**src/rtl/ttt_pkg.sv**
```systemverilog
// ttt_pkg: shared codes for the tic-tac-toe turn sequencer.
// Holds square, cell, outcome, turn and state encodings plus board helpers.
package ttt_pkg;

    localparam int NUM_SQ  = 9;
    localparam int BOARD_W = 2 * NUM_SQ;

    typedef enum logic [3:0] {
        SQ_NONE = 4'd0,
        A1      = 4'd1,
        A2      = 4'd2,
        A3      = 4'd3,
        B1      = 4'd4,
        B2      = 4'd5,
        B3      = 4'd6,
        C1      = 4'd7,
        C2      = 4'd8,
        C3      = 4'd9
    } square_t;

    typedef enum logic [1:0] {
        EMPTY = 2'b00,
        P1    = 2'b01,
        P2    = 2'b10
    } cell_t;

    typedef enum logic [1:0] {
        IN_PROGRESS = 2'b00,
        WIN         = 2'b01,
        LOSE        = 2'b10,
        TIE         = 2'b11
    } outcome_t;

    typedef enum logic [1:0] {
        TURN_NONE = 2'b00,
        TURN_P1   = 2'b01,
        TURN_P2   = 2'b10
    } turn_t;

    typedef enum logic [2:0] {
        ST_START  = 3'd0,
        ST_USER_1 = 3'd1,
        ST_USER_2 = 3'd2,
        ST_CHECK  = 3'd3,
        ST_END    = 3'd4
    } state_t;

    function automatic logic sq_valid(logic [3:0] mv);
        return (mv != SQ_NONE) && (mv <= C3);
    endfunction

    // Out-of-range codes read back as EMPTY; callers gate with sq_valid.
    function automatic cell_t cell_at(logic [BOARD_W-1:0] b,
                                      logic [3:0] mv);
        cell_t c;
        c = EMPTY;
        for (int i = 0; i < NUM_SQ; i++) begin
            if (mv == 4'(i + 1)) c = cell_t'(b[2*i +: 2]);
        end
        return c;
    endfunction

    function automatic logic [BOARD_W-1:0] put_cell(
        logic [BOARD_W-1:0] b,
        logic [3:0]         mv,
        cell_t              c
    );
        logic [BOARD_W-1:0] r;
        r = b;
        for (int i = 0; i < NUM_SQ; i++) begin
            if (mv == 4'(i + 1)) r[2*i +: 2] = c;
        end
        return r;
    endfunction

endpackage

```
**src/rtl/turn_sequencer_if.sv**
```systemverilog
// turn_sequencer_if: move requests in, acks/board/turn/outcome out.
// master = input decode side, slave = turn_sequencer.
interface turn_sequencer_if;
    import ttt_pkg::*;

    logic               start;
    logic               p1_req;
    logic [3:0]         p1_move;
    logic               p2_req;
    logic [3:0]         p2_move;
    logic               p1_ack;
    logic               p2_ack;
    logic               reject;
    logic [BOARD_W-1:0] board;
    logic [1:0]         turn;
    logic [1:0]         outcome;

    modport master (
        output start, p1_req, p1_move, p2_req, p2_move,
        input  p1_ack, p2_ack, reject, board, turn, outcome
    );

    modport slave (
        input  start, p1_req, p1_move, p2_req, p2_move,
        output p1_ack, p2_ack, reject, board, turn, outcome
    );

endinterface

```
**src/rtl/turn_sequencer_win_detect.sv**
```systemverilog
// win_detect: combinational three-in-a-row check for both players.
// Looks at all 3 rows, 3 columns and both diagonals.
module win_detect
    import ttt_pkg::*;
(
    input  logic [BOARD_W-1:0] board,
    output logic               p1_line,
    output logic               p2_line
);

    function automatic logic has_line(logic [BOARD_W-1:0] b,
                                      cell_t who);
        logic [NUM_SQ-1:0] m;
        for (int i = 0; i < NUM_SQ; i++) begin
            m[i] = (b[2*i +: 2] == who);
        end
        return (&m[2:0]) | (&m[5:3]) | (&m[8:6])
             | (m[0] & m[3] & m[6])
             | (m[1] & m[4] & m[7])
             | (m[2] & m[5] & m[8])
             | (m[0] & m[4] & m[8])
             | (m[2] & m[4] & m[6]);
    endfunction

    assign p1_line = has_line(board, P1);
    assign p2_line = has_line(board, P2);

endmodule

```
**src/rtl/turn_sequencer.sv**
```systemverilog
// turn_sequencer: grants the board to one player per turn, commits moves.
// Optional TURN_TIMEOUT_EN forfeits an idle turn after TIMEOUT_CYCLES.
module turn_sequencer
    import ttt_pkg::*;
#(
    parameter int TIMEOUT_CYCLES = 50000000,
    parameter int CNT_W          = 26
) (
    input  logic            clk,
    input  logic            rst,
    turn_sequencer_if.slave bus
);

    if ((64'd1 << CNT_W) <= 64'(TIMEOUT_CYCLES)) begin : g_cnt_w_check
        $error("CNT_W too narrow for TIMEOUT_CYCLES");
    end

    state_t             state_q, state_n;
    logic [BOARD_W-1:0] board_q, board_n;
    outcome_t           outcome_q, outcome_n;
    logic [3:0]         count_q, count_n;
    logic               mover_p1_q, mover_p1_n;
    logic               p1_ack_q, p1_ack_n;
    logic               p2_ack_q, p2_ack_n;
    logic               reject_q, reject_n;

    logic               p1_line, p2_line;
    logic               in_user, is_p1;
    logic               own_req, own_ok;
    logic [3:0]         own_move;
    logic               timeout;

    win_detect u_win (
        .board   (board_q),
        .p1_line (p1_line),
        .p2_line (p2_line)
    );

    // Only the turn owner's request is ever looked at.
    assign in_user  = (state_q == ST_USER_1) || (state_q == ST_USER_2);
    assign is_p1    = (state_q == ST_USER_1);
    assign own_req  = is_p1 ? bus.p1_req  : bus.p2_req;
    assign own_move = is_p1 ? bus.p1_move : bus.p2_move;
    assign own_ok   = own_req && sq_valid(own_move)
                   && (cell_at(board_q, own_move) == EMPTY);

`ifdef TURN_TIMEOUT_EN
    localparam logic [CNT_W-1:0] TMO_LAST = CNT_W'(TIMEOUT_CYCLES - 1);

    logic [CNT_W-1:0] timer_q, timer_n;

    assign timeout = in_user && (timer_q == TMO_LAST);

    always_comb begin
        timer_n = '0;
        if (in_user && (state_n == state_q)) begin
            timer_n = timer_q + CNT_W'(1);
        end
    end

    always_ff @(posedge clk) begin
        if (!rst) timer_q <= '0;
        else      timer_q <= timer_n;
    end
`else
    assign timeout = 1'b0;
`endif

    always_comb begin
        state_n    = state_q;
        board_n    = board_q;
        outcome_n  = outcome_q;
        count_n    = count_q;
        mover_p1_n = mover_p1_q;
        p1_ack_n   = 1'b0;
        p2_ack_n   = 1'b0;
        reject_n   = 1'b0;
        unique case (state_q)
            ST_START: begin
                if (bus.start) state_n = ST_USER_1;
            end
            ST_USER_1, ST_USER_2: begin
                if (own_ok) begin
                    board_n    = put_cell(board_q, own_move,
                                          is_p1 ? P1 : P2);
                    count_n    = count_q + 4'd1;
                    mover_p1_n = is_p1;
                    p1_ack_n   = is_p1;
                    p2_ack_n   = !is_p1;
                    state_n    = ST_CHECK;
                end else begin
                    reject_n = own_req || timeout;
                    if (timeout) begin
                        state_n = is_p1 ? ST_USER_2 : ST_USER_1;
                    end
                end
            end
            ST_CHECK: begin
                if (p1_line) begin
                    outcome_n = WIN;
                    state_n   = ST_END;
                end else if (p2_line) begin
                    outcome_n = LOSE;
                    state_n   = ST_END;
                end else if (count_q == 4'd9) begin
                    outcome_n = TIE;
                    state_n   = ST_END;
                end else begin
                    state_n = mover_p1_q ? ST_USER_2 : ST_USER_1;
                end
            end
            ST_END: begin
                state_n = ST_END;
            end
            default: begin
                state_n = ST_START;
            end
        endcase
    end

    always_ff @(posedge clk) begin
        if (!rst) begin
            state_q    <= ST_START;
            board_q    <= '0;
            outcome_q  <= IN_PROGRESS;
            count_q    <= '0;
            mover_p1_q <= 1'b0;
            p1_ack_q   <= 1'b0;
            p2_ack_q   <= 1'b0;
            reject_q   <= 1'b0;
        end else begin
            state_q    <= state_n;
            board_q    <= board_n;
            outcome_q  <= outcome_n;
            count_q    <= count_n;
            mover_p1_q <= mover_p1_n;
            p1_ack_q   <= p1_ack_n;
            p2_ack_q   <= p2_ack_n;
            reject_q   <= reject_n;
        end
    end

    assign bus.board   = board_q;
    assign bus.outcome = outcome_q;
    assign bus.p1_ack  = p1_ack_q;
    assign bus.p2_ack  = p2_ack_q;
    assign bus.reject  = reject_q;
    assign bus.turn    = (state_q == ST_USER_1) ? TURN_P1
                       : (state_q == ST_USER_2) ? TURN_P2
                       : TURN_NONE;

endmodule

```
**src/flat_wrapper.sv**
```systemverilog
// flat-port wrapper written by rule: the top's interface ports become plain ports
module turn_sequencer_flat import ttt_pkg::*;
#(
    parameter int TIMEOUT_CYCLES = 50000000,
    parameter int CNT_W          = 26
)
  (clk, rst, bus_start, bus_p1_req, bus_p1_move, bus_p2_req, bus_p2_move, bus_p1_ack, bus_p2_ack, bus_reject, bus_board, bus_turn, bus_outcome);
  turn_sequencer_if bus_i ();
  input  logic clk;
  input  logic rst;
  input wire logic [$bits(bus_i.start)-1:0] bus_start;
  input wire logic [$bits(bus_i.p1_req)-1:0] bus_p1_req;
  input wire logic [$bits(bus_i.p1_move)-1:0] bus_p1_move;
  input wire logic [$bits(bus_i.p2_req)-1:0] bus_p2_req;
  input wire logic [$bits(bus_i.p2_move)-1:0] bus_p2_move;
  output wire logic [$bits(bus_i.p1_ack)-1:0] bus_p1_ack;
  output wire logic [$bits(bus_i.p2_ack)-1:0] bus_p2_ack;
  output wire logic [$bits(bus_i.reject)-1:0] bus_reject;
  output wire logic [$bits(bus_i.board)-1:0] bus_board;
  output wire logic [$bits(bus_i.turn)-1:0] bus_turn;
  output wire logic [$bits(bus_i.outcome)-1:0] bus_outcome;
  assign bus_i.start = bus_start;
  assign bus_i.p1_req = bus_p1_req;
  assign bus_i.p1_move = bus_p1_move;
  assign bus_i.p2_req = bus_p2_req;
  assign bus_i.p2_move = bus_p2_move;
  assign bus_p1_ack = bus_i.p1_ack;
  assign bus_p2_ack = bus_i.p2_ack;
  assign bus_reject = bus_i.reject;
  assign bus_board = bus_i.board;
  assign bus_turn = bus_i.turn;
  assign bus_outcome = bus_i.outcome;
  turn_sequencer #(.TIMEOUT_CYCLES(TIMEOUT_CYCLES), .CNT_W(CNT_W)) u_core (.clk(clk), .rst(rst), .bus(bus_i));
endmodule
```
**config.mk**
```make
export PLATFORM = sky130hd
export DESIGN_NAME = turn_sequencer_flat
export DESIGN_NICKNAME = d
export VERILOG_FILES = /design/src/rtl/ttt_pkg.sv /design/src/rtl/turn_sequencer_if.sv /design/src/rtl/turn_sequencer_win_detect.sv /design/src/rtl/turn_sequencer.sv /design/src/flat_wrapper.sv
export SDC_FILE = /design/constraint.sdc
export NUM_CORES = 1
export LEC_CHECK = 0
export BUFFER_PORTS_ARGS = -buffer_cell sky130_fd_sc_hd__buf_2
export CAP_MARGIN = 20
export CORE_MARGIN = 2
export CORE_UTILIZATION = 35
export DETAILED_ROUTE_END_ITERATION = 8
export PLACE_DENSITY_LB_ADDON = 0.05
export SYNTH_ARGS = -nofsm -noshare
export SYNTH_HDL_FRONTEND = slang
export SYNTH_SLANG_ARGS = --single-unit
export TNS_END_PERCENT = 50
```
**constraint.sdc**
```tcl
create_clock -name clk -period 3.3 [get_ports clk]
set_input_delay 0 -clock clk [delete_from_list [all_inputs] [get_ports clk]]
set_output_delay 0 -clock clk [all_outputs]
set_load 0.05 [all_outputs]
```
==> results of run 1 <==
==> kinds of logic (layout without fill, tap and decap cells) <==
kind of cell / count (synthesis) / count (layout) / share of synthesized area (%)
compound gates: 57 / 57 / 22.09
buf+inv: 28 / 60 / 7.385
simple gates: 104 / 104 / 32.48
mux: 6 / 6 / 3.856
xor+xnor: 1 / 1 / 0.4576
fa+ha+maj: 2 / 2 / 1.307
flops: 31 / 31 / 32.42
==> cells in the mapped netlist (2+ instances only) <==
library cell and instances:
nand3b_1 3, buf_2 2, o41ai_1 2, and3_1 2, buf_4 3, nor4bb_1 16
nand3_1 4, a32o_1 2, o311ai_0 4, nor2b_1 4, nor3_1 7, o211a_1 2
ha_1 2, or3_1 4, o21ai_0 7, nand2b_1 2, nor4_1 2, mux2i_1 4
or2_2 3, nand2_1 25, nand4_1 3, a21oi_1 11, clkbuf_1 7, buf_6 3
a31o_2 2, nor2_1 17, o21bai_1 2, inv_1 12, nor4b_1 2, o31ai_1 10
a31oi_1 3, or4_1 3, dfxtp_1 31
==> power by group through the flow <==
stage | sequential [uW] | clock, uW | combinational (uW)
global placement | 403 | 0 | 176
floorplan | 409 | 0 | 133
CTS | 395 | 396 | 175
finish | 395 | 388 | 176
detailed placement | 403 | 0 | 174
global route | 396 | 420 | 192
==> how the worst max path moves through the flow <==
stage                                 to  slack (ns)  cells past startpoint
finish               u_core.bus.board[5]        0.27                      7
global route        u_core.bus.board[11]        0.03                      7
CTS                  u_core.bus.board[5]        0.27                      7
detailed placement   u_core.bus.board[5]        0.32                      7
global placement     u_core.bus.board[5]        0.39                      7
floorplan            u_core.bus.board[5]        0.78                     10
==> flip-flops by register name (all words and copies together) (netlist names) <==
name,count
u_core.mover_p1_q,1
u_core.bus.p1_ack,1
u_core.bus.reject,1
u_core.count_q,4
u_core.bus.outcome,2
u_core.bus.board,18
u_core.state_q,3
u_core.bus.p2_ack,1
==> metal layers <==
metal / up-vias / wire (um) / track usage [%]
met2: 75 / 2512 / 28.79
met3: 13 / 349 / 4.419
met5: - / 0 / 0
met1: 903 / 2857 / 28.32
li1: 923 / - / -
met4: 0 / 86 / 6.667
==> area by class of cell <==
cell class	count	area (um2)	area share, %
Timing Repair Buffer	39	200.2	8.989
Sequential cell	31	620.6	27.87
Clock inverter	2	35.03	1.573
Clock buffer	6	82.58	3.708
Tap cell	70	87.58	3.933
Inverter	13	48.80	2.191
Multi-Input combinational cell	170	1152	51.74
==> through the flow <==
step / instance area [um2] / cells / power, uW
global route: 2227 / 331 / 1008
finish: 2227 / 331 / 958.3
global placement: 2110 / 323 / 579.2
floorplan: 1914 / 229 / 542.1
detailed placement: 2110 / 323 / 577.2
CTS: 2227 / 331 / 965.5
==> implementation parameters, run 1 <==
Parameter                              Value

Logic synthesis
  Largest cells by area after synthesis ... dfxtp_1 32%, nor4bb_1 8.4%, nand2_1 4.9%
  Mean post-synth cell area ... about 8.4 um2
  Share of async-settable or async-resettable flops after synthesis ... 0%
  Synth top area share ... between 30% and 40%
  Primary FF master, synth ... dfxtp_1
  Distinct cell type count after synthesis ... 56
  Netlist area before placement ... ~1900 um2
  Nets in the synthesized netlist ... roughly 240
  Dominant cell type by area after synthesis ... dfxtp_1
  Count of yosys warnings during synthesis ... 0
  Synthesized flop and latch total ... 31
  Number of synthesized flops with an enable pin ... 0
  Number of cells produced by synthesis ... around 230
  Share of the yosys chip area belonging to registers ... between 30 and 40%

Floorplan
  Y dimension of the die ... 77.96 um
  I/O pins ... 38
  Starting density of the core ... 36.78%
  Area enclosed by the die boundary ... just over 6000 um2
  Placeable core region ... roughly 5200 um2
  Row count ... 26
  Chip width ... about 80 um

Clock tree
  Number of buffers created by CTS ... 5
  Later-pin clock latency in the skew report ... roughly 0.28 ns
  Number of sinks on the clock net ... 31
  Clock slew seen by the registers of the worst setup and hold paths ... 0.07 ns
  Cell at the root of the clock tree ... clkbuf_8
  Hold_buf cts ... 0
  Number of H-tree branching levels ... 2
  Clock tree from TritonCTS ... done
  Maximum buffer depth of the clock tree ... 2
  Cells resized by post-CTS repair ... 0
  Post-CTS setup-driven buffer insertion count ... 0

Status
  Result of the run ... completed

STA
  F_max ... ~330 MHz
  Normalized max-slew margin ... 54.65%
  Final Max Slew Viols ... 0
  Endpoints failing setup ... 0
  Final Hold Fails ... 0
  RSZ-0062 raised after global routing ... no
  Time the final worst path needs with I/O delays and setup ... 3.032 ns
  Setup slack after layout ... 0.2683 ns
  Slew of the pin with the lowest slew margin ... just under 0.7 ns
  Hold WS ... slightly below 0.1 ns
  Final Cycle Share ... approximately nine tenths
  Summed negative setup slack over all endpoints ... 0 ns
  Setup Skew ... around 0.0067 ns

Drt
  Drt first-iter violations ... 178
  Number of design rule violations left after detail routing ... 0
  Via count ... between 1500 and 2000
  Final wirelength ... approximately 5.8 mm
  Residual antenna-violating net count after detailed routing ... 0
  Drt via density ... ~5.8
  Initial DRT Pass Iterations ... 4
  Detail-routed net length per standard cell ... between 15 and 20 um

Worst setup path
  Arrival time of data at the critical path endpoint ... around 3.2 ns
  Chain of cells forming the critical path ... or3b_1, buf_4, mux2i_1, o221ai_1, a31o_2, or2_1, o41ai_2
  Cells on worst reg2reg path ... 7
  Endpoint required time on the critical path ... between 3 and 4 ns
  Reg-to-reg endpoint ... u_core.bus.board[5]
  Crit path launch ... u_core.state_q[0]
  Type of element capturing the critical path ... register
  Largest stage delay, worst path ... between 0.5 and 0.6 ns
  Critical path startpoint category ... register
  Reg2reg start ... u_core.state_q[0]
  Reg-to-reg setup timing slack ... ~0.27 ns
  Critical path class ... register to register
  Maximum net fanout on the critical path ... 18
  CP top delay family ... simple AND/OR/NAND/NOR gates
  Buf+Inv Stages, Crit Path ... 1
  Slowest cell on the critical path ... or3b_1

Placement
  Detailed placement HPWL ... approximately 4.3 mm
  GPL Wtd Cong ... 0.8496
  Port Buffer Count ... 37
  Pre-CTS setup slack ... 0.3156 ns

Finish
  Number of antenna cells inserted ... 0
  Core occupancy in the finished layout ... ~43%
  Net count reported at finish ... approximately 280
  Fillcell total ... 544
  Layout area overhead ... 16.34%
  Commonest non-fill, non-tap cells in the layout ... 37 x buf_2, 31 x dfxtp_1, 25 x nand2_1, 17 x nor2_1, 16 x nor4bb_1
  Fraction of final layout cells sized beyond drive strength 1 ... about 22%
  Most common cell after layout, fill and taps aside ... buf_2

Global route
  Largest net degree at the start of global routing ... 21
  Via count of the first global-routing pass ... ~1800
  Number of antenna violations at the first check in global routing ... 0
  Total global-route track usage ... roughly a fifth
  Total global routing overflow ... 0
  First-pass GRT wire length ... about 9.4 mm

Min path
  Startpoint of the worst hold path ... bus_p1_move[0]
  Worst hold path cell count ... 2
  Type of the tightest min-delay check ... primary input to register
  Destination of the worst hold path ... u_core.bus.board[4]

Power and ir drop
  P_int ... 685.5 uW
  Net load switching power ... roughly 270 uW
  Max IR drop VDD ... around 0.18 mV
  Power density over the cells ... 430.3 nW/um2
  Fraction of power consumed by combinational cells ... approximately 18%
  Leakage Power ... 0.0009075 uW
  Sequential fraction of design power ... between 40% and 50%
  Share of total power consumed by net switching ... ~28%
  Clock network fraction of total power ... 40.4%

Run
  Reported max-cap violation count ... 0
No activity file was read; power rests on OpenSTA's default activity.
==> run 2, diff against run 1 <==
HOLD_SLACK_MARGIN = 0.06   (was default)
PLACE_DENSITY = 0.55   (was default)
PLACE_DENSITY_LB_ADDON = default   (was 0.05)
clock period = 3 ns   (was 3.3 ns; I/O delays follow)
==> implementation parameters, run 2 (same netlist as run 1, synthesis figures left out) <==
Parameter                              Value

Clock tree
  Hold_buf cts ... 0 (unchanged)
  Maximum buffer depth of the clock tree ... 2 (unchanged)
  Clock tree from TritonCTS ... done (unchanged)
  Clock slew seen by the registers of the worst setup and hold paths ... 0.07 ns (about the same)
  Number of H-tree branching levels ... 2 (unchanged)
  Later-pin clock latency in the skew report ... 0.29 ns (was 0.28 ns)
  Cell at the root of the clock tree ... clkbuf_8 (unchanged)
  Cells resized by post-CTS repair ... 0 (unchanged)
  Post-CTS setup-driven buffer insertion count ... 0 (unchanged)
  Number of buffers created by CTS ... 5 (unchanged)
  Number of sinks on the clock net ... 31 (unchanged)

STA
  RSZ-0062 raised after global routing ... no (unchanged)
  Summed negative setup slack over all endpoints ... 0 ns (unchanged)
  Final Hold Fails ... 0 (unchanged)
  Setup Skew ... 0.006747 ns (was 0.006695 ns)
  Setup slack after layout ... 0.3099 ns (was 0.2683 ns)
  Normalized max-slew margin ... 54.97% (was 54.65%)
  Final Max Slew Viols ... 0 (unchanged)
  F_max ... 371.7 MHz (was 329.8 MHz)
  Time the final worst path needs with I/O delays and setup ... 2.690 ns (was 3.032 ns)
  Endpoints failing setup ... 0 (unchanged)
  Final Cycle Share ... 89.67% (was 91.87%)
  Hold WS ... 0.09585 ns (was 0.09935 ns)
  Slew of the pin with the lowest slew margin ... 0.6747 ns (was 0.6788 ns)

Power and ir drop
  Clock network fraction of total power ... 40.1% (was 40.4%)
  Final Power ... 1068 uW (was 958.3 uW)
  Sequential fraction of design power ... 40.3% (was 41.2%)
  Max IR drop VDD ... 0.2321 mV (was 0.1798 mV)
  P_int ... 764.7 uW (was 685.5 uW)
  Fraction of power consumed by combinational cells ... 19.6% (was 18.3%)
  Share of total power consumed by net switching ... 28.39% (was 28.47%)
  Power density over the cells ... 469.5 nW/um2 (was 430.3 nW/um2)
  Leakage Power ... 0.0009378 uW (was 0.0009075 uW)
  Net load switching power ... 303.1 uW (was 272.8 uW)

Finish
  Core occupancy in the finished layout ... 43.70% (was 42.79%)
  Commonest non-fill, non-tap cells in the layout ... 37 x buf_2, 31 x dfxtp_1, 25 x nand2_1, 17 x nor2_1, 16 x nor4bb_1 (unchanged)
  Layout area overhead ... 18.82% (was 16.34%)
  Number of antenna cells inserted ... 0 (unchanged)
  Most common cell after layout, fill and taps aside ... buf_2 (unchanged)
  Max reg flops ... 18 (unchanged)
  Net count reported at finish ... 281 (was 275)
  Fraction of final layout cells sized beyond drive strength 1 ... 24.34% (was 22.22%)

Drt
  Detail-routed net length per standard cell ... 17.17 um (was 17.54 um)
  Drt first-iter violations ... 136 (was 178)
  Number of design rule violations left after detail routing ... 0 (unchanged)
  Initial DRT Pass Iterations ... 5 (was 4)
  Via count ... 1938 (was 1914)
  Residual antenna-violating net count after detailed routing ... 0 (unchanged)
  Final wirelength ... 5.787 mm (was 5.806 mm)
  Drt via density ... 5.751 (was 5.782)

Global route
  Total global routing overflow ... 0 (unchanged)
  Largest net degree at the start of global routing ... 21 (unchanged)
  Number of antenna violations at the first check in global routing ... 0 (unchanged)
  First-pass GRT wire length ... 9.259 mm (was 9.370 mm)
  Total global-route track usage ... 19.63% (was 19.67%)
  Via count of the first global-routing pass ... 1775 (was 1793)

Min path
  Type of the tightest min-delay check ... primary input to register (unchanged)
  Startpoint of the worst hold path ... bus_p1_move[0] (unchanged)
  Worst hold path cell count ... 2 (unchanged)
  Destination of the worst hold path ... u_core.bus.board[4] (unchanged)

Floorplan
  Placeable core region ... 5205 um2 (unchanged)
  Starting density of the core ... 36.78% (unchanged)
  I/O pins ... 38 (unchanged)
  Row count ... 26 (unchanged)
  Y dimension of the die ... 77.96 um (unchanged)
  Chip width ... 77.96 um (unchanged)
  Area enclosed by the die boundary ... 6077 um2 (unchanged)

Worst setup path
  Cells on worst reg2reg path ... 8 (was 7)
  Maximum net fanout on the critical path ... 15 (was 18)
  Type of element capturing the critical path ... register (unchanged)
  Endpoint required time on the critical path ... 3.21 ns (was 3.49 ns)
  Reg-to-reg endpoint ... u_core.count_q[0] (was u_core.bus.board[5])
  Critical path class ... register to register (unchanged)
  Reg-to-reg setup timing slack ... 0.31 ns (was 0.27 ns)
  Reg2reg start ... u_core.state_q[1] (was u_core.state_q[0])
  Arrival time of data at the critical path endpoint ... 2.90 ns (was 3.23 ns)
  Critical path startpoint category ... register (unchanged)

Run
  Reported max-cap violation count ... 0 (unchanged)

Placement
  Port Buffer Count ... 37 (unchanged)
  GPL Wtd Cong ... 0.8636 (was 0.8496)
  Detailed placement HPWL ... 4.166 mm (was 4.250 mm)
  Pre-CTS setup slack ... 0.1541 ns (was 0.3156 ns)

Status
  Result of the run ... completed (unchanged)
run 2: cell types whose count changed in the layout (fill, tap and decap cells not counted), sizes merged:
cell  delta
buf      +6
run 2: cell type report:
| cell class | instances | area, um2 |
|---|---|---|
| fillers | 544 | 2930 |
| multi-input cells | 170 | 1155 |
| flip-flops and latches | 31 | 620.6 |
| repair buffers | 45 | 245.2 |
| well taps | 70 | 87.58 |
| clock buffers | 6 | 82.58 |
| inverters | 13 | 48.80 |
| clock inverters | 2 | 35.03 |
run 2: per-layer routing:
metal / part of all wire [%] / wire, um / vias to the layer above / GRT usage, %
met5: 0 / 0 / - / 0
met4: 1.1 / 62 / 0 / 8.246
met3: 7.3 / 423 / 7 / 4.302
met2: 44 / 2549 / 67 / 27.24
met1: 48 / 2750 / 924 / 28.91
li1: - / - / 940 / -
run 2: stage by stage:
stage | area, um2 | instances
3_5_place_dp | 2155 | 329
4_1_cts | 2272 | 337
3_3_place_gp | 2155 | 329
5_1_grt | 2275 | 337
2_1_floorplan | 1914 | 229
6_report | 2275 | 337
run 2: power groups by stage:
stage / clock (uW) / combinational, uW / sequential, uW
global route: 466 / 227 / 431
CTS: 437 / 207 / 430
detailed placement: 0 / 205 / 440
floorplan: 0 / 146 / 450
finish: 428 / 209 / 431
global placement: 0 / 205 / 440
run 2: worst max-delay path: stages (launching register included):
cell,delay [ns]
dfxtp_1,0.31
or3b_4,0.49
inv_2,0.17
mux2i_1,0.39
o21bai_1,0.13
o221ai_1,0.23
a31o_2,0.36
or2_1,0.31
mux2i_1,0.21
run 2: worst max path at each step:
stage          depth (start not counted)             endpoint         startpoint
4_1_cts                                8    u_core.count_q[0]  u_core.state_q[1]
3_3_place_gp                           8  u_core.bus.board[8]  u_core.state_q[1]
5_1_grt                                8    u_core.count_q[0]  u_core.state_q[0]
6_report                               8    u_core.count_q[0]  u_core.state_q[1]
2_1_floorplan                         10  u_core.bus.board[5]  u_core.state_q[1]
3_5_place_dp                           8    u_core.count_q[0]  u_core.state_q[1]
==> run 3, diff against run 2 <==
ABC_AREA = 1   (was default)
CELL_PAD_IN_SITES_DETAIL_PLACEMENT = 0   (was default)
CELL_PAD_IN_SITES_GLOBAL_PLACEMENT = 2   (was default)
CORE_UTILIZATION = 29   (was 35)
PLACE_DENSITY = 0.8   (was 0.55)
==> implementation parameters, run 3 <==
Parameter                              Value

Worst setup path
  Reg-to-reg endpoint ... u_core.count_q[2] (was u_core.count_q[0])
  Crit path launch ... u_core.state_q[0] (was u_core.state_q[1])
  Timing endpoint of the critical path ... u_core.count_q[2] (was u_core.count_q[0])
  Slowest cell on the critical path ... dfxtp_1 (was or3b_4)
  Reg-to-reg setup timing slack ... 0.48 ns (was 0.31 ns)
  Reg2reg start ... u_core.state_q[0] (was u_core.state_q[1])
  Cell type with the highest occurrence count on the critical path ... nand2_1 (was mux2i_1)
  Critical path class ... register to register (unchanged)
  Cells on worst reg2reg path ... 17 (was 8)
  Buf+Inv Stages, Crit Path ... 3 (was 1)
  Critical path startpoint category ... register (unchanged)
  Maximum net fanout on the critical path ... 18 (was 15)
  Largest stage delay, worst path ... 0.52 ns (was 0.49 ns)
  CP top delay family ... simple AND/OR/NAND/NOR gates (unchanged)
  WP depth ... 17 (was 8)
  Chain of cells forming the critical path ... nand3_4, inv_2, nand2_1, nand2_1, nand3_1, nand2_1, inv_1, nand2_1, nand2_1, nand2_1, nand2_1, nand2_2, nand2_2, inv_4, nand2_2, nand2_1, a21oi_1 (was or3b_4, inv_2, mux2i_1, o21bai_1, o221ai_1, a31o_2, or2_1, mux2i_1)
  Type of element capturing the critical path ... register (unchanged)
  Arrival time of data at the critical path endpoint ... 2.66 ns (was 2.90 ns)
  Endpoint required time on the critical path ... 3.14 ns (was 3.21 ns)

Drt
  Drt first-iter violations ... 108 (was 136)
  Final wirelength ... 5.150 mm (was 5.787 mm)
  Number of design rule violations left after detail routing ... 0 (unchanged)
  Via count ... 1863 (was 1938)
  Drt via density ... 4.693 (was 5.751)
  Residual antenna-violating net count after detailed routing ... 0 (unchanged)
  Initial DRT Pass Iterations ... 4 (was 5)
  Detail-routed net length per standard cell ... 12.97 um (was 17.17 um)

Floorplan
  Y dimension of the die ... 83.37 um (was 77.96 um)
  Row count ... 28 (was 26)
  Placeable core region ... 5991 um2 (was 5205 um2)
  I/O pins ... 38 (unchanged)
  Starting density of the core ... 30.49% (was 36.78%)
  Chip width ... 83.37 um (was 77.96 um)
  Area enclosed by the die boundary ... 6950 um2 (was 6077 um2)

Placement
  Port Buffer Count ... 37 (unchanged)
  Detailed placement HPWL ... 4.092 mm (was 4.166 mm)
  GPL Wtd Cong ... 0.7564 (was 0.8636)

Global route
  Via count of the first global-routing pass ... 1825 (was 1775)
  Total global routing overflow ... 0 (unchanged)
  First-pass GRT wire length ... 8.776 mm (was 9.259 mm)
  Largest net degree at the start of global routing ... 26 (was 21)
  Number of antenna violations at the first check in global routing ... 0 (unchanged)
  Total global-route track usage ... 15.71% (was 19.63%)

STA
  F_max ... 397.2 MHz (was 371.7 MHz)
  Final Max Slew Viols ... 0 (unchanged)
  Slew of the pin with the lowest slew margin ... 0.7168 ns (was 0.6747 ns)
  Setup Skew ... 0.01047 ns (was 0.006747 ns)
  Time the final worst path needs with I/O delays and setup ... 2.518 ns (was 2.690 ns)
  Summed negative setup slack over all endpoints ... 0 ns (unchanged)
  Normalized max-slew margin ... 51.91% (was 54.97%)
  Hold WS ... 0.08290 ns (was 0.09585 ns)
  Endpoints failing setup ... 0 (unchanged)
  Final Hold Fails ... 0 (unchanged)
  Final Cycle Share ... 83.92% (was 89.67%)
  RSZ-0062 raised after global routing ... no (unchanged)

Clock tree
  Clock tree from TritonCTS ... done (unchanged)
  Number of sinks on the clock net ... 31 (unchanged)
  Cells resized by post-CTS repair ... 0 (unchanged)
  Number of buffers created by CTS ... 5 (unchanged)
  Cell at the root of the clock tree ... clkbuf_8 (unchanged)
  Clock slew seen by the registers of the worst setup and hold paths ... 0.07 ns (about the same)
  Number of H-tree branching levels ... 2 (unchanged)
  Later-pin clock latency in the skew report ... 0.28 ns (was 0.29 ns)
  Maximum buffer depth of the clock tree ... 2 (unchanged)

Logic synthesis
  Netlist area before placement ... 1827 um2 (was 1914 um2)
  Top-count cell post-synth ... nand2_1 (was dfxtp_1)
  Nets in the synthesized netlist ... 299 (was 244)
  Mean post-synth cell area ... 6.432 um2 (was 8.360 um2)
  Largest cells by area after synthesis ... dfxtp_1 34%, nand2_1 14%, a21oi_1 7.7% (was dfxtp_1 32%, nor4bb_1 8.4%, nand2_1 4.9%)
  Synthesized flop and latch total ... 31 (unchanged)
  Count of yosys warnings during synthesis ... 0 (unchanged)
  Primary FF master, synth ... dfxtp_1 (unchanged)
  Number of cells produced by synthesis ... 284 (was 229)
  Synth top area share ... 33.97% (was 32.42%)
  Share of the yosys chip area belonging to registers ... 33.97% (was 32.42%)
  Dominant cell type by area after synthesis ... dfxtp_1 (unchanged)
  Number of synthesized flops with an enable pin ... 0 (unchanged)
  Share of async-settable or async-resettable flops after synthesis ... 0% (unchanged)
  Distinct cell type count after synthesis ... 32 (was 56)
  Leading cell types by count after synthesis ... 66 x nand2_1, 36 x inv_1, 34 x nor2_1 (was 31 x dfxtp_1, 25 x nand2_1, 17 x nor2_1)

Power and ir drop
  Leakage Power ... 0.001002 uW (was 0.0009378 uW)
  Max IR drop VDD ... 0.4054 mV (was 0.2321 mV)
  Sequential fraction of design power ... 32.3% (was 40.3%)
  Fraction of power consumed by combinational cells ... 45.6% (was 19.6%)
  Share of total power consumed by net switching ... 47.36% (was 28.39%)
  Power density over the cells ... 713.3 nW/um2 (was 469.5 nW/um2)
  Final Power ... 1533 uW (was 1068 uW)
  Net load switching power ... 726.2 uW (was 303.1 uW)
  Clock network fraction of total power ... 22.1% (was 40.1%)
  P_int ... 807.2 uW (was 764.7 uW)

Finish
  Layout area overhead ... 17.67% (was 18.82%)
  Footprint of the multi-input gates ... 980.9 um2 (was 1155 um2)
  Number of antenna cells inserted ... 0 (unchanged)
  Fillcell total ... 670 (was 544)
  Fraction of final layout cells sized beyond drive strength 1 ... 20.19% (was 24.34%)
  Most common cell after layout, fill and taps aside ... nand2_1 (was buf_2)
  Net count reported at finish ... 337 (was 281)
  Commonest non-fill, non-tap cells in the layout ... 66 x nand2_1, 37 x buf_2, 36 x inv_1, 34 x nor2_1, 31 x dfxtp_1 (was 37 x buf_2, 31 x dfxtp_1, 25 x nand2_1, 17 x nor2_1, 16 x nor4bb_1)
  Max reg flops ... 18 (unchanged)
  Storage element area ... 620.6 um2 (unchanged)

Status
  Result of the run ... completed (unchanged)

Run
  Reported max-cap violation count ... 0 (unchanged)

Min path
  Type of the tightest min-delay check ... primary input to register (unchanged)
## run 3: logic make-up after synthesis
group / count (synthesis) / synth area share (%)
buf+inv: 52 / 12.33
fa+ha+maj: 2 / 1.370
simple gates: 154 / 37.81
compound gates: 42 / 13.01
mux: 1 / 0.5480
flops: 31 / 33.97
xor+xnor: 2 / 0.9591
## run 3: how the worst min path moves through the flow
stage	slack [ns]	endpoint	cells after the start	start
2_1_floorplan	0.12	u_core.count_q[1]	2	rst
3_3_place_gp	0.31	u_core.count_q[1]	3	rst
3_5_place_dp	0.31	u_core.count_q[1]	3	rst
4_1_cts	0.08	u_core.bus.reject	3	bus_p1_req
5_1_grt	0.10	u_core.bus.reject	3	bus_p2_req
6_report	0.08	u_core.bus.reject	3	bus_p1_req
## run 3: worst register-to-register path: stages (launching register included)
cell,delay [ns]
dfxtp_1,0.52
nand3_4,0.26
inv_2,0.27
nand2_1,0.08
nand2_1,0.16
nand3_1,0.18
nand2_1,0.10
inv_1,0.04
nand2_1,0.06
nand2_1,0.05
nand2_1,0.05
nand2_1,0.05
nand2_2,0.06
nand2_2,0.08
inv_4,0.16
nand2_2,0.12
nand2_1,0.09
a21oi_1,0.06
## run 3: cell type report
type	instances	share of cell area, %
multi-input cells	201	45.63
flip-flops and latches	31	28.87
repair buffers	38	9.080
inverters	45	7.974
well taps	75	4.366
clock buffers	6	3.842
clock inverters	1	0.2328
## run 3: per-layer routing
metal  vias to the layer above  part of all wire (%)  global-route usage [%]
li1                        987                     -                       -
met1                       831                    48                   20.21
met2                        41                    47                   26.39
met3                         4                   4.2                   3.777
met4                         0                  0.68                   3.875
met5                         -                     0                       0
## run 3: per-stage QoR
stage | worst slack (ns) | utilization, % | std cells | area, um2
2_1_floorplan | 1.041 | - | 284 | 1827
3_3_place_gp | 0.5089 | 34.25 | 389 | 2052
3_5_place_dp | 0.4776 | 34.25 | 389 | 2052
4_1_cts | 0.4579 | 35.88 | 397 | 2150
5_1_grt | 0.1857 | 35.88 | 397 | 2150
6_report | 0.4825 | 35.88 | 397 | 2150
## run 3: timing repair
action / 4_1_cts / 5_1_grt
buffers inserted: 0 / 0
setup endpoints to repair: 0 / 0
hold endpoints to repair: 6 / 0
hold buffers: 1 / 0
## run 3: power by group through the flow
stage	Sequential, uW	Combinational, uW	Clock [uW]
floorplan	537	568	0
global placement	504	710	0
detailed placement	503	705	0
CTS	494	707	355
global route	503	785	369
finish	495	700	339
